## src/rtl/scan_chain_ctrl_pkg.sv

```systemverilog
// -----------------------------------------------------------------------------
// scan_chain_ctrl_pkg
// Shared definitions for the scan chain sequencer: FSM state encoding and the
// default shift-count width.
// -----------------------------------------------------------------------------
package scan_chain_ctrl_pkg;

    localparam int unsigned CNT_WIDTH_DEFAULT = 16;
    localparam int unsigned STATE_WIDTH       = 2;

    // Sequencer states: idle/functional, shifting beats, final freeze + drain.
    typedef enum logic [STATE_WIDTH-1:0] {
        ST_IDLE  = 2'd0,
        ST_SHIFT = 2'd1,
        ST_DONE  = 2'd2
    } state_e;

endpackage

```

## src/rtl/scan_chain_ctrl_if.sv

```systemverilog
// -----------------------------------------------------------------------------
// scan_chain_ctrl_if
// Bundles the command, host slice streams and chain control signals of the
// scan chain sequencer.
//   cmd_en/cmd_rdy/cmd_len       : shift command handshake
//   sin_valid/sin_rdy/sin_data   : host slices into the chain head
//   sout_valid/sout_rdy/sout_data: slices returned from the chain tail
//   scan_in/scan_tail            : chain head data / chain tail data
//   scan_mode/scan_any           : shift strobe / chain under scan control
//   busy                         : sequencer not idle
// Modports: slave = sequencer, master = host + chain side.
// -----------------------------------------------------------------------------
interface scan_chain_ctrl_if #(
    parameter int unsigned SCAN_WIDTH = 1,
    parameter int unsigned CNT_WIDTH  = scan_chain_ctrl_pkg::CNT_WIDTH_DEFAULT
);

    logic                  cmd_en;
    logic                  cmd_rdy;
    logic [CNT_WIDTH-1:0]  cmd_len;
    logic                  sin_valid;
    logic                  sin_rdy;
    logic [SCAN_WIDTH-1:0] sin_data;
    logic                  sout_valid;
    logic                  sout_rdy;
    logic [SCAN_WIDTH-1:0] sout_data;
    logic [SCAN_WIDTH-1:0] scan_in;
    logic [SCAN_WIDTH-1:0] scan_tail;
    logic                  scan_mode;
    logic                  scan_any;
    logic                  busy;

    modport slave (
        input  cmd_en, cmd_len, sin_valid, sin_data, sout_rdy, scan_tail,
        output cmd_rdy, sin_rdy, sout_valid, sout_data, scan_in, scan_mode,
               scan_any, busy
    );

    modport master (
        output cmd_en, cmd_len, sin_valid, sin_data, sout_rdy, scan_tail,
        input  cmd_rdy, sin_rdy, sout_valid, sout_data, scan_in, scan_mode,
               scan_any, busy
    );

endinterface

```

## src/rtl/scan_chain_ctrl_scan_out_reg.sv

```systemverilog
// -----------------------------------------------------------------------------
// scan_chain_ctrl_scan_out_reg
// One-entry pipeline register holding the slice returned from the chain tail.
//   clk_i   : clock
//   rst_ni  : synchronous active-low reset
//   load_i  : capture data_i this cycle (a shift beat)
//   data_i  : slice from the chain tail
//   rdy_i   : downstream accepts the held slice
//   valid_o : held slice valid
//   data_o  : held slice
// A load in the same cycle as a drain keeps valid high with the new slice.
// -----------------------------------------------------------------------------
module scan_chain_ctrl_scan_out_reg #(
    parameter int unsigned WIDTH = 1
) (
    input  logic             clk_i,
    input  logic             rst_ni,
    input  logic             load_i,
    input  logic [WIDTH-1:0] data_i,
    input  logic             rdy_i,
    output logic             valid_o,
    output logic [WIDTH-1:0] data_o
);

    logic             valid_q, valid_d;
    logic [WIDTH-1:0] data_q, data_d;

    // Next value: load wins over drain.
    always_comb begin
        valid_d = valid_q;
        data_d  = data_q;
        if (load_i) begin
            valid_d = 1'b1;
            data_d  = data_i;
        end else if (rdy_i) begin
            valid_d = 1'b0;
        end
    end

    always_ff @(posedge clk_i) begin
        if (!rst_ni) begin
            valid_q <= 1'b0;
            data_q  <= '0;
        end else begin
            valid_q <= valid_d;
            data_q  <= data_d;
        end
    end

    assign valid_o = valid_q;
    assign data_o  = data_q;

endmodule

```

## src/rtl/scan_chain_ctrl.sv

```systemverilog
// -----------------------------------------------------------------------------
// scan_chain_ctrl
// Sequencer driving the control side of a scan chain: accepts a shift command,
// freezes the chain, shifts one slice per beat (host slice in at the head,
// tail slice out to the host) and returns the chain to functional capture.
//   CLK    : clock
//   RST_N  : synchronous active-low reset
//   bus    : scan_chain_ctrl_if.slave (command, slice streams, chain control)
//   PARITY : XOR of all slices returned since the last command acceptance
//            (only when SCAN_CHAIN_CTRL_PARITY_EN is defined)
// Optional feature macro: SCAN_CHAIN_CTRL_PARITY_EN.
// -----------------------------------------------------------------------------
module scan_chain_ctrl
    import scan_chain_ctrl_pkg::*;
#(
    parameter int unsigned SCAN_WIDTH = 1,
    parameter int unsigned CNT_WIDTH  = CNT_WIDTH_DEFAULT
) (
    input  logic                  CLK,
    input  logic                  RST_N,
    scan_chain_ctrl_if.slave      bus
`ifdef SCAN_CHAIN_CTRL_PARITY_EN
    ,
    output logic [SCAN_WIDTH-1:0] PARITY
`endif
);

    state_e                state_q, state_d;
    logic [CNT_WIDTH-1:0]  cnt_q, cnt_d;
    logic                  cmd_rdy_q, cmd_rdy_d;
    logic                  scan_any_q, scan_any_d;
    logic                  busy_q, busy_d;
    logic                  accept_c;
    logic                  shift_c;
    logic                  sout_valid;
    logic [SCAN_WIDTH-1:0] sout_data;

    assign accept_c = bus.cmd_en && cmd_rdy_q;

    // A beat needs a host slice and room in the return register.
    assign shift_c = (state_q == ST_SHIFT) && bus.sin_valid &&
                     (!sout_valid || bus.sout_rdy);

    // State and count register.
    always_ff @(posedge CLK) begin
        if (!RST_N) begin
            state_q <= ST_IDLE;
            cnt_q   <= '0;
        end else begin
            state_q <= state_d;
            cnt_q   <= cnt_d;
        end
    end

    // Next state; CNT never decrements below 1, so no wrap.
    always_comb begin
        state_d = state_q;
        cnt_d   = cnt_q;
        case (state_q)
            ST_IDLE: begin
                if (accept_c) begin
                    cnt_d   = bus.cmd_len;
                    state_d = (bus.cmd_len != '0) ? ST_SHIFT : ST_DONE;
                end
            end
            ST_SHIFT: begin
                if (shift_c) begin
                    cnt_d = cnt_q - CNT_WIDTH'(1);
                    if (cnt_q == CNT_WIDTH'(1)) begin
                        state_d = ST_DONE;
                    end
                end
            end
            ST_DONE: begin
                if (!sout_valid || bus.sout_rdy) begin
                    state_d = ST_IDLE;
                end
            end
            default: state_d = ST_IDLE;
        endcase
    end

    // Registered outputs are decoded from the next state.
    always_comb begin
        cmd_rdy_d  = 1'b0;
        scan_any_d = 1'b0;
        busy_d     = 1'b0;
        if (state_d == ST_IDLE) begin
            cmd_rdy_d = 1'b1;
        end else begin
            scan_any_d = 1'b1;
            busy_d     = 1'b1;
        end
    end

    always_ff @(posedge CLK) begin
        if (!RST_N) begin
            cmd_rdy_q  <= 1'b1;
            scan_any_q <= 1'b0;
            busy_q     <= 1'b0;
        end else begin
            cmd_rdy_q  <= cmd_rdy_d;
            scan_any_q <= scan_any_d;
            busy_q     <= busy_d;
        end
    end

    // Tail slice return register.
    scan_chain_ctrl_scan_out_reg #(
        .WIDTH (SCAN_WIDTH)
    ) u_scan_out_reg (
        .clk_i   (CLK),
        .rst_ni  (RST_N),
        .load_i  (shift_c),
        .data_i  (bus.scan_tail),
        .rdy_i   (bus.sout_rdy),
        .valid_o (sout_valid),
        .data_o  (sout_data)
    );

`ifdef SCAN_CHAIN_CTRL_PARITY_EN
    logic [SCAN_WIDTH-1:0] parity_q, parity_d;

    // Running XOR of returned slices, restarted on each command.
    always_comb begin
        parity_d = parity_q;
        if (accept_c) begin
            parity_d = '0;
        end else if (shift_c) begin
            parity_d = parity_q ^ bus.scan_tail;
        end
    end

    always_ff @(posedge CLK) begin
        if (!RST_N) begin
            parity_q <= '0;
        end else begin
            parity_q <= parity_d;
        end
    end

    assign PARITY = parity_q;
`endif

    assign bus.cmd_rdy    = cmd_rdy_q;
    assign bus.scan_any   = scan_any_q;
    assign bus.busy       = busy_q;
    assign bus.sout_valid = sout_valid;
    assign bus.sout_data  = sout_data;
    assign bus.sin_rdy    = shift_c;
    assign bus.scan_mode  = shift_c;
    assign bus.scan_in    = bus.sin_data;

endmodule

```

## src/flat_wrapper.sv

```systemverilog
// flat-port wrapper written by rule: the top's interface ports become plain ports
module scan_chain_ctrl_flat import scan_chain_ctrl_pkg::*;
#(
    parameter int unsigned SCAN_WIDTH = 1,
    parameter int unsigned CNT_WIDTH  = CNT_WIDTH_DEFAULT
)
  (CLK, RST_N, bus_cmd_en, bus_cmd_len, bus_sin_valid, bus_sin_data, bus_sout_rdy, bus_scan_tail, bus_cmd_rdy, bus_sin_rdy, bus_sout_valid, bus_sout_data, bus_scan_in, bus_scan_mode, bus_scan_any, bus_busy);
  scan_chain_ctrl_if #(.SCAN_WIDTH(SCAN_WIDTH), .CNT_WIDTH(CNT_WIDTH)) bus_i ();
  input  logic CLK;
  input  logic RST_N;
  input wire logic [$bits(bus_i.cmd_en)-1:0] bus_cmd_en;
  input wire logic [$bits(bus_i.cmd_len)-1:0] bus_cmd_len;
  input wire logic [$bits(bus_i.sin_valid)-1:0] bus_sin_valid;
  input wire logic [$bits(bus_i.sin_data)-1:0] bus_sin_data;
  input wire logic [$bits(bus_i.sout_rdy)-1:0] bus_sout_rdy;
  input wire logic [$bits(bus_i.scan_tail)-1:0] bus_scan_tail;
  output wire logic [$bits(bus_i.cmd_rdy)-1:0] bus_cmd_rdy;
  output wire logic [$bits(bus_i.sin_rdy)-1:0] bus_sin_rdy;
  output wire logic [$bits(bus_i.sout_valid)-1:0] bus_sout_valid;
  output wire logic [$bits(bus_i.sout_data)-1:0] bus_sout_data;
  output wire logic [$bits(bus_i.scan_in)-1:0] bus_scan_in;
  output wire logic [$bits(bus_i.scan_mode)-1:0] bus_scan_mode;
  output wire logic [$bits(bus_i.scan_any)-1:0] bus_scan_any;
  output wire logic [$bits(bus_i.busy)-1:0] bus_busy;
  assign bus_i.cmd_en = bus_cmd_en;
  assign bus_i.cmd_len = bus_cmd_len;
  assign bus_i.sin_valid = bus_sin_valid;
  assign bus_i.sin_data = bus_sin_data;
  assign bus_i.sout_rdy = bus_sout_rdy;
  assign bus_i.scan_tail = bus_scan_tail;
  assign bus_cmd_rdy = bus_i.cmd_rdy;
  assign bus_sin_rdy = bus_i.sin_rdy;
  assign bus_sout_valid = bus_i.sout_valid;
  assign bus_sout_data = bus_i.sout_data;
  assign bus_scan_in = bus_i.scan_in;
  assign bus_scan_mode = bus_i.scan_mode;
  assign bus_scan_any = bus_i.scan_any;
  assign bus_busy = bus_i.busy;
  scan_chain_ctrl #(.SCAN_WIDTH(SCAN_WIDTH), .CNT_WIDTH(CNT_WIDTH)) u_core (.CLK(CLK), .RST_N(RST_N), .bus(bus_i));
endmodule
```

## config.mk

```make
export PLATFORM = sky130hd
export DESIGN_NAME = scan_chain_ctrl_flat
export DESIGN_NICKNAME = d
export VERILOG_FILES = /design/src/rtl/scan_chain_ctrl_pkg.sv /design/src/rtl/scan_chain_ctrl_if.sv /design/src/rtl/scan_chain_ctrl_scan_out_reg.sv /design/src/rtl/scan_chain_ctrl.sv /design/src/flat_wrapper.sv
export SDC_FILE = /design/constraint.sdc
export NUM_CORES = 1
export LEC_CHECK = 0
export ABC_AREA = 1
export BUFFER_PORTS_ARGS = -buffer_cell sky130_fd_sc_hd__buf_2
export CAP_MARGIN = 10
export CORE_MARGIN = 8
export CORE_UTILIZATION = 25
export CTS_CLUSTER_DIAMETER = 50
export DETAILED_ROUTE_END_ITERATION = 10
export PLACE_DENSITY = 0.4
export SETUP_SLACK_MARGIN = 0.02
export SKIP_LAST_GASP = 1
export SLEW_MARGIN = 15
export SYNTH_ARGS = -nofsm -noshare
export SYNTH_HDL_FRONTEND = slang
export SYNTH_HIERARCHICAL = 1
export SYNTH_SLANG_ARGS = --single-unit
```

## constraint.sdc

```tcl
create_clock -name CLK -period 2.4 [get_ports CLK]
set_input_delay 0.24 -clock CLK [delete_from_list [all_inputs] [get_ports CLK]]
set_output_delay 0.24 -clock CLK [all_outputs]
set_load 0.05 [all_outputs]
```

==> flow_metrics.env, run 1 <==
export IMPL_coreArea_um2=5820
export IMPL_path_class="reg2reg"
export IMPL_worst_pin_slew_ns=0.419
export IMPL_grt_most_used_layer="met2"
export IMPL_fin_util_pct=29.5
export IMPL_period_needed_ns=1.57
export IMPL_pwr_share_clk_pct=24.5
export IMPL_nFillCells=700
export IMPL_die_y_um=93.0
export IMPL_setup_viol=0
export IMPL_root_buffer="clkbuf_8"
export IMPL_crit_cells=8
export IMPL_cp_required_ns=2.60
export IMPL_h_tree_depth=1
export IMPL_synth_nets=281
export IMPL_period_share_pct=65.6
export IMPL_clk_latency_ns=0.27
export IMPL_final_layout_size_suffix_gt1_share_pct=15.1
export IMPL_cts_hold_buffers_added=0
export IMPL_drc=0
export IMPL_layout_nets=305
export IMPL_ys_types=25
export IMPL_cts_buffers=3
export IMPL_ys_async_sr_fraction_pct=0
export IMPL_whs_path_depth=3
export IMPL_diodes=0
export IMPL_yosysWarningCount=6
export IMPL_cts_buffer_depth=2
export IMPL_vias=1547
export IMPL_drt_first_pass_iters=4
export IMPL_fin_setup_tns_ns=0
export IMPL_clk_pin_slew_ns=0.09
export IMPL_cts_tree="yes"
export IMPL_finalHoldViolCount=0
export IMPL_p_seq_share_pct=38.2
export IMPL_netSwitchingPower_uw=472
export IMPL_slew_viol_final=0
export IMPL_hp_class="in2reg"
export IMPL_ir_drop_mv=0.234
export IMPL_status="finished clean"
export IMPL_synth_top_area_share_pct=29.7
export IMPL_r2r_cells=8
export IMPL_dr_first_iter_drc_count=56
export IMPL_viasPerCell=4.37
export IMPL_cts_resized=0
export IMPL_place_inst=350
export IMPL_grt_use_met3_pct=2.40
export IMPL_drtAntennaViolNets=0
export IMPL_powerDensity_nw_per_um2=679
export IMPL_p_int_uw=691
export IMPL_avgSynthCellArea_um2=5.79
export IMPL_final_cell_mix="70 x nand2_1, 49 x nor2_1, 30 x inv_1, 28 x buf_2, 22 x dfxtp_1"
export IMPL_skew_ns=0.00550
export IMPL_detail_route_wl_per_cell_um=12.3
export IMPL_synth_edf_count=0
export IMPL_yosys_area_top_type="dfxtp_1"
export IMPL_place_congestion=0.784
export IMPL_worstSetupStartpointType="register"
export IMPL_total_power_mw=1.16
export IMPL_grt_total_usage_pct=10.6
export IMPL_totalWireLength_um=4350
export IMPL_rsz0062_at_grt="no"
export IMPL_worstPathMaxFanout=22
export IMPL_grt_ovfl_total=0
export IMPL_timing_fmax_mhz=636
export IMPL_maxCapViolCount=0
export IMPL_syn_to_final_growth_pct=15.6
export IMPL_cp_end_kind="register"
export IMPL_synth_seq_area_share_pct=29.7
export IMPL_synth_seq_cells=22
export IMPL_io_buffers=28
export IMPL_die_width_um=93.0
export IMPL_dominantRegCellSynth="dfxtp_1"
export IMPL_relSlewSlack_pct=72.0
export IMPL_crit_arrival_ns=1.77
export IMPL_crit_slowest_cell="dfxtp_1"
export IMPL_synth_area_um2=1480
export IMPL_io_pins=31
export IMPL_rows=28
export IMPL_final_common_cell="nand2_1"
export IMPL_cts_sinks=22
export IMPL_combPwrFrac_pct=37.3
export IMPL_crit_buf_inv=2
export IMPL_p_leak_nw=0.842
export IMPL_grt_max_degree=24
export IMPL_ys_top_cells_by_area="dfxtp_1 30%, nand2_1 18%, nor2_1 12%"
export IMPL_grtUsageMet2_pct=17.4
export IMPL_multi_input_area_um2=848
export IMPL_grt_pass1_wl_um=7300
export IMPL_path_cells="inv_2, nor2_4, nand3_2, nand2_1, inv_2, a21oi_1, nand2_1, a21oi_1"
export IMPL_rrSetupSlack_ns=0.83
export IMPL_fp_dieArea_um2=8650
export IMPL_crit_family="simple AND/OR/NAND/NOR gates"
export IMPL_max_stage_delay_ns=0.39
export IMPL_use_met1_pct=13.5
export IMPL_grt_antenna_before_repair=0
export IMPL_postCtsSetupBuffers=0
export IMPL_hpwlAfterDp_um=3340
export IMPL_syn_inst=256
export IMPL_final_cells=354
export IMPL_regArea_um2=440
export IMPL_grt_pass1_vias=1566
export IMPL_p_sw_share_pct=40.6
export IMPL_initial_utilization_pct=25.5
[stage by stage]
step | setup WS [ns] | instance area [µm²] | hold WS, ns
floorplan | 0.696 | 1480 | 0.362
global placement | 0.849 | 1660 | 0.476
detailed placement | 0.828 | 1660 | 0.480
CTS | 0.796 | 1710 | 0.192
global route | 0.620 | 1710 | 0.198
finish | 0.827 | 1710 | 0.200
[cells by family (layout without fill, tap and decap cells)]
family,after synthesis,after routing,share of synthesized area [%]
and+or+nand+nor,147,147,40.9
buffers and inverters,44,67,13.0
AOI/OAI and AO/OA,40,40,14.1
DFF,22,22,29.7
adders and majority gates,2,2,1.69
xor gates and xnor gates,1,1,0.591
[registers in the layout (all words and copies together), names as in the netlist]
register / count
u_core/bus.busy: 1
u_core/bus.cmd_rdy: 1
u_core/u_scan_out_reg/valid_o: 1
u_core/state_q: 2
u_core/cnt_q: 16
u_core/u_scan_out_reg/data_o: 1
[layer usage]
metal	up-vias	wire [µm]	part of all wire (%)
li1	839	-	-
met5	-	0	0
met3	2	222	5.1
met4	0	29	0.67
met2	28	1890	43
met1	678	2210	51
[power by group through the flow]
stage / Combinational, mW / Clock (mW) / Sequential (mW)
5_1_grt: 0.507 / 0.321 / 0.451
3_5_place_dp: 0.438 / 0 / 0.453
3_3_place_gp: 0.441 / 0 / 0.454
6_report: 0.433 / 0.285 / 0.444
4_1_cts: 0.441 / 0.301 / 0.445
2_1_floorplan: 0.330 / 0 / 0.462
[worst min-delay path: stages]
cell,delay [ns]
buf_2,0.08
nor2_1,0.03
nor2_1,0.08
[synth_stat cells, drive strengths merged, types with 2 or more instances]
cell   count
buf        9
inv       33
nor2      53
a21oi     20
nor3       2
nand2     70
ha         2
nand3     20
dfxtp     22
o21ai     18
[cell type report]
| cell class | count | share of cell area (%) |
|---|---|---|
| Timing Repair Buffer | 29 | 8.62 |
| Clock buffer | 4 | 3.21 |
| Inverter | 34 | 7.45 |
| Sequential cell | 22 | 25.7 |
| Multi-Input combinational cell | 190 | 49.5 |
| Tap cell | 75 | 5.48 |
[final timing paths]
kind	start	to
worst max-delay path	u_core/state_q[0]$_SDFF_PN0_	u_core/cnt_q[15]$_SDFFE_PN0P_
worst min-delay path	bus_scan_tail	u_core/u_scan_out_reg/data_o$_SDFFE_PN0P_
worst max register to register	u_core/state_q[0]$_SDFF_PN0_	u_core/cnt_q[15]$_SDFFE_PN0P_
worst min register to register	u_core/cnt_q[15]$_SDFFE_PN0P_	u_core/cnt_q[15]$_SDFFE_PN0P_
(Power assumes the default switching activity.)
==> run 2, diff against run 1 <==
- ABC_AREA: 1 -> 0
- PLACE_DENSITY: 0.4 -> 0.42
- clock period: 2.4 -> 1.3 ns (I/O delays scaled with it)
==> run 2 against run 1 <==
The flow now finishes with violations (negative setup slack). Non-clock buffer count grew 65. Wire length grew 22%. Synthesized area shrank 11%. Count of clock-buffer cells in the layout shrank 1. First-iteration DRC count grew 23%. Clock skew shrank 0.0019 ns. Critical endpoint is now u_core/cnt_q[14]$_SDFFE_PN0P_.
==> flow_metrics.env, run 2 <==
export IMPL_grt_antenna_before_repair=0
export IMPL_worst_pin_slew_ns=0.344
export IMPL_final_cells=329
export IMPL_synth_edf_count=0
export IMPL_synth_seq_area_share_pct=33.3
export IMPL_crit_arrival_ns=1.90
export IMPL_cts_tree="yes"
export IMPL_rows=26
export IMPL_muxShareOfSynthArea_pct=0.758
export IMPL_detail_route_wl_per_cell_um=16.2
export IMPL_fin_setup_tns_ns=-4.87
export IMPL_grt_max_degree=14
export IMPL_cts_buffer_depth=2
export IMPL_drt_first_pass_iters=4
export IMPL_cts_hold_buffers_added=0
export IMPL_clk_pin_slew_ns=0.08
export IMPL_yosys_area_top_type="dfxtp_1"
export IMPL_place_inst=307
export IMPL_worstSetupStartpointType="register"
export IMPL_place_congestion=0.884
export IMPL_coreArea_um2=5110
export IMPL_setup_viol=23
export IMPL_finalHoldViolCount=0
export IMPL_totalWireLength_um=5320
export IMPL_vias=1693
export IMPL_final_common_cell="buf_4"
export IMPL_multi_input_area_um2=1080
export IMPL_io_buffers=28
export IMPL_worst_slack_ns=-0.413
export IMPL_final_layout_size_suffix_gt1_share_pct=59.5
export IMPL_synth_xor_area_share_pct=0
export IMPL_ys_top_cells_by_area="dfxtp_1 33%, o21ai_0 5.7%, nand2_1 5.1%"
export IMPL_drc=0
export IMPL_path_class="reg2reg"
export IMPL_diodes=0
export IMPL_cts_sinks=22
export IMPL_relSlewSlack_pct=76.9
export IMPL_cts_buffers=3
export IMPL_period_share_pct=132
export IMPL_ys_async_sr_fraction_pct=0
export IMPL_avgSynthCellArea_um2=7.64
export IMPL_drtAntennaViolNets=0
export IMPL_hp_class="in2reg"
export IMPL_fp_dieArea_um2=7870
export IMPL_root_buffer="clkbuf_8"
export IMPL_yosysWarningCount=6
export IMPL_max_stage_delay_ns=0.43
export IMPL_dominantRegCellSynth="dfxtp_1"
export IMPL_die_width_um=88.7
export IMPL_status="finished, violations left"
export IMPL_dr_first_iter_drc_count=69
export IMPL_io_pins=31
export IMPL_whs_path_depth=3
export IMPL_yosys_top_cells_count="22 x dfxtp_1, 18 x nand2_1, 15 x o21ai_0"
export IMPL_period_needed_ns=1.71
export IMPL_synth_simple_area_share_pct=32.7
export IMPL_crit_slowest_cell="or4_4"
export IMPL_final_cell_mix="49 x buf_4, 26 x buf_2, 16 x buf_6, 16 x nand2_1, 14 x dfxtp_1"
export IMPL_maxCapViolCount=0
export IMPL_cp_end_kind="register"
export IMPL_path_cells="nor4_4, nand3b_4, or4_4, o31a_1, o22ai_1"
export IMPL_total_power_mw=3.28
export IMPL_initial_utilization_pct=25.9
export IMPL_synth_seq_cells=22
export IMPL_grt_total_usage_pct=13.6
export IMPL_synth_compound_area_share_pct=25.3
export IMPL_largest_register_ffs=16
export IMPL_violations="negative setup slack"
export IMPL_die_y_um=88.7
export IMPL_pre_cts_ws_ns=-0.409
export IMPL_hold_ws_ns=0.141
export IMPL_ir_drop_mv=0.790
export IMPL_synth_area_um2=1320
export IMPL_cp_required_ns=1.49
export IMPL_r2r_cells=5
export IMPL_synth_top_area_share_pct=33.3
export IMPL_synth_top_family_by_area="simple AND/OR/NAND/NOR gates"
export IMPL_syn_inst=173
export IMPL_h_tree_depth=1
export IMPL_worstPathMaxFanout=2
export IMPL_p_leak_nw=1.02
export IMPL_grt_ovfl_total=0
export IMPL_rsz0062_at_grt="yes"
export IMPL_top_register="u_core/cnt_q"
export IMPL_clk_latency_ns=0.26
export IMPL_regArea_um2=463
export IMPL_skew_ns=0.00361
export IMPL_slew_viol_final=0
export IMPL_hpwlAfterDp_um=3780
export IMPL_reg_top3="u_core/cnt_q x16, u_core/state_q x2"
export IMPL_ys_types=43
export IMPL_layout_nets=285
export IMPL_grt_pass1_vias=1786
export IMPL_synthAdderAreaFrac_pct=1.89
export IMPL_viasPerCell=5.15
export IMPL_nFillCells=513
export IMPL_grt_pass1_wl_um=8340
export IMPL_timing_fmax_mhz=584
export IMPL_yosysMostFrequentCell="dfxtp_1"
export IMPL_powerDensity_nw_per_um2=1350
export IMPL_syn_to_final_growth_pct=83.6
export IMPL_synth_nets=198
==> run 2: cell count changes after synthesis, sizes merged, moves of 8 or more <==
cell,previous run,this run
nand2,70,18
clkbuf,1,9
nand3,20,3
nor4,0,11
nor2,53,14
inv,33,5
==> run 2: critical path, delay by kind of cell, from the launching register on <==
family,cells,cell delay (ns)
AND/OR/NAND/NOR,3,0.89
AO/OA/AOI/OAI,2,0.41
flip-flops,1,0.34
==> run 2: path summary, 6_finish.rpt <==
check	from	slack, ns	end
worst max-delay path	u_core/cnt_q[6]$_SDFFE_PN0P_	-0.41	u_core/cnt_q[14]$_SDFFE_PN0P_
worst min-delay path	bus_scan_tail	0.14	u_core/u_scan_out_reg/data_o$_SDFFE_PN0P_
worst max register to register	u_core/cnt_q[6]$_SDFFE_PN0P_	-0.41	u_core/cnt_q[14]$_SDFFE_PN0P_
worst min register to register	u_core/cnt_q[15]$_SDFFE_PN0P_	0.52	u_core/cnt_q[15]$_SDFFE_PN0P_
==> run 2: cell type report <==
type,count,share of cell area [%]
Clock inverter,1,0.155
Multi-Input combinational cell,134,44.4
Tap cell,70,3.61
Timing Repair Buffer,94,30.0
Sequential cell,22,19.1
Clock buffer,3,1.70
Inverter,5,1.03
==> run 2: logic make-up after synthesis <==
family	after synthesis
muxes	1
DFF	22
and+or+nand+nor	77
buffers and inverters	18
adders and majority gates	2
AOI/OAI and AO/OA	53
==> run 2: power by group <==
| part | switching (mW) | internal, mW |
|---|---|---|
| clock network | 0.232 | 0.211 |
| registers | 0.0891 | 0.771 |
| logic | 0.970 | 1.01 |
| total | 1.29 | 1.99 |
==> run 2: repair_timing <==
action | in CTS | in global routing
gates resized for setup | 46 | 30
cloned | 1 | 0
buffers inserted | 11 | 7
endpoints found under the setup margin | 23 | 23
pin swaps | 22 | 16
==> run 2: metrics by stage <==
stage / utilization, % / instance area, µm²
after global routing: 47.5 / 2430
after detailed placement: 38.0 / 1940
after global placement: 38.0 / 1940
final: 47.5 / 2430
after CTS: 43.7 / 2230
after floorplan: - / 1440
==> run 2: routing by layer <==
metal	GRT usage (%)	vias to the layer above	wire length (µm)
li1	-	820	-
met1	15.8	816	2280
met2	23.2	48	2560
met3	3.90	9	370
met4	4.61	0	100
met5	0	-	0
==> run 3, diff against run 2 <==
- CORE_UTILIZATION: 25 -> 40
- PLACE_DENSITY: 0.42 -> 0.62
==> run 3 against run 2 <==
The run still ends with negative setup slack left. Critical path type unchanged. Sequential power is 1% lower. Largest power group unchanged. Highest routed layer unchanged. Critical endpoint unchanged. Critical path depth did not move. Register-to-register slack barely moved. Clock power shrank 13%. Largest cell class unchanged. Worst setup slack got worse by 0.0021 ns. Global-route usage rose by 5.1 points.
==> flow_metrics.env, run 3 (synthesized netlist as in run 2, its figures left out) <==
export IMPL_cp_required_ns=1.55
export IMPL_vias=1669
export IMPL_coreArea_um2=3260
export IMPL_totalWireLength_um=5010
export IMPL_cp_endpoint="u_core/cnt_q[14]$_SDFFE_PN0P_"
export IMPL_dpl_instance_area_um2=1900
export IMPL_powerDensity_nw_per_um2=1390
export IMPL_cp_end_kind="register"
export IMPL_cts_hold_buffers_added=0
export IMPL_initial_utilization_pct=40.6
export IMPL_hpwlAfterDp_um=3450
export IMPL_drt_first_pass_iters=4
export IMPL_diodes=0
export IMPL_rrSetupSlack_ns=-0.41
export IMPL_path_cells="nor4_4, nand3b_4, or4_4, o31a_1, o22ai_1"
export IMPL_cts_buffers=3
export IMPL_timing_fmax_mhz=583
export IMPL_fin_setup_tns_ns=-4.24
export IMPL_period_needed_ns=1.71
export IMPL_worstPathMaxFanout=2
export IMPL_finalHoldViolCount=0
export IMPL_root_buffer="clkbuf_4"
export IMPL_layout_nets=271
export IMPL_violations="negative setup slack"
export IMPL_reg_top3="u_core/cnt_q x16, u_core/state_q x2"
export IMPL_worstSetupStartpointType="register"
export IMPL_worst_pin_slew_ns=0.402
export IMPL_grt_ovfl_total=0
export IMPL_fp_dieArea_um2=5400
export IMPL_io_buffers=28
export IMPL_place_congestion=0.876
export IMPL_die_y_um=73.5
export IMPL_setup_worst_path_start="u_core/cnt_q[6]$_SDFFE_PN0P_"
export IMPL_hp_class="in2reg"
export IMPL_final_layout_size_suffix_gt1_share_pct=54.3
export IMPL_largest_register_ffs=16
export IMPL_viasPerCell=5.74
export IMPL_clk_latency_ns=0.31
export IMPL_drtAntennaViolNets=0
export IMPL_grt_max_degree=33
export IMPL_grt_antenna_before_repair=0
export IMPL_max_stage_delay_ns=0.43
export IMPL_dr_first_iter_drc_count=97
export IMPL_final_common_cell="buf_4"
export IMPL_crit_arrival_ns=1.96
export IMPL_crit_slowest_cell="or4_4"
export IMPL_slew_viol_final=0
export IMPL_grt_total_usage_pct=18.7
export IMPL_die_width_um=73.5
export IMPL_p_leak_nw=0.932
export IMPL_r2r_end="u_core/cnt_q[14]$_SDFFE_PN0P_"
export IMPL_rsz0062_at_grt="yes"
export IMPL_worst_slack_ns=-0.415
export IMPL_total_power_mw=3.04
export IMPL_cts_buffer_depth=2
export IMPL_grt_pass1_vias=1732
export IMPL_status="finished, violations left"
export IMPL_maxCapViolCount=0
export IMPL_relSlewSlack_pct=73.0
export IMPL_clk_pin_slew_ns=0.13
export IMPL_h_tree_depth=1
export IMPL_drc=0
export IMPL_regToRegStartpoint="u_core/cnt_q[6]$_SDFFE_PN0P_"
export IMPL_setup_viol=22
export IMPL_post_route_cell_area_um2=2180
export IMPL_detail_route_wl_per_cell_um=17.2
export IMPL_grt_pass1_wl_um=7980
export IMPL_cts_tree="yes"
export IMPL_ir_drop_mv=0.702
export IMPL_io_pins=31
export IMPL_skew_ns=0.0109
export IMPL_path_class="reg2reg"
export IMPL_pre_cts_ws_ns=-0.407
export IMPL_top_register="u_core/cnt_q"
export IMPL_final_cell_mix="45 x buf_4, 26 x buf_2, 17 x nand2_1, 14 x dfxtp_1, 13 x nor2_1"
export IMPL_cts_sinks=22
export IMPL_r2r_cells=5
export IMPL_period_share_pct=132
export IMPL_rows=21
export IMPL_syn_to_final_growth_pct=65.2
## run 3: cell count changes in the layout (fill, tap and decap cells not counted), sizes merged
| cell | delta |
|---|---|
| clkinv | -1 |
| clkbuf | +2 |
| buf | -15 |
## run 3: worst min-delay path by stage
stage	to	startpoint	slack, ns	cells after the start
after global placement	bus_scan_in	bus_sin_data	0.26	0
final	u_core/cnt_q[0]$_SDFFE_PN0P_	bus_cmd_len[0]	0.08	3
after global routing	u_core/cnt_q[0]$_SDFFE_PN0P_	bus_cmd_len[0]	0.09	3
after CTS	u_core/cnt_q[0]$_SDFFE_PN0P_	bus_cmd_len[0]	0.08	3
after floorplan	u_core/u_scan_out_reg/valid_o$_SDFFE_PN0P_	RST_N	0.25	1
after detailed placement	bus_scan_in	bus_sin_data	0.26	0
## run 3: power breakdown
| part | internal, mW | switching [mW] |
|---|---|---|
| Sequential | 0.772 | 0.0800 |
| Combinational | 0.898 | 0.908 |
| Clock | 0.171 | 0.213 |
## run 3: timing repair
item,4_1_cts,5_1_grt
hold endpoints to repair,0,0
setup endpoints to repair,23,23
cloned,1,1
resized for setup,40,6
buffers inserted,5,2
pin swaps,17,9
## run 3: per-layer routing
metal	up-vias	routed length, µm	track usage (%)
li1	789	-	-
met3	16	339	3.14
met2	80	2490	32.8
met1	784	2080	21.7
met5	-	0	0
met4	0	97	7.76
## run 3: layout make-up
cell class / count / area (µm²)
fillers: 299 / 1070
multi-input cells: 134 / 1010
repair buffers: 80 / 599
flip-flops and latches: 22 / 455
well taps: 46 / 57.6
clock buffers: 4 / 36.3
inverters: 5 / 22.5
## run 3: worst max-delay path, delay by kind of cell, from the launching register on
kind | cells | cell delay, ns
AOI/OAI and AO/OA | 2 | 0.41
and+or+nand+nor | 3 | 0.91
DFF | 1 | 0.36
## run 3: per-stage QoR
step           util, %  std cells  hold slack, ns
2_1_floorplan        -        173           0.247
3_3_place_gp      58.2        279           0.260
3_5_place_dp      58.2        279           0.260
6_report          67.0        291          0.0826
4_1_cts           65.0        288          0.0787
5_1_grt           67.0        291          0.0856
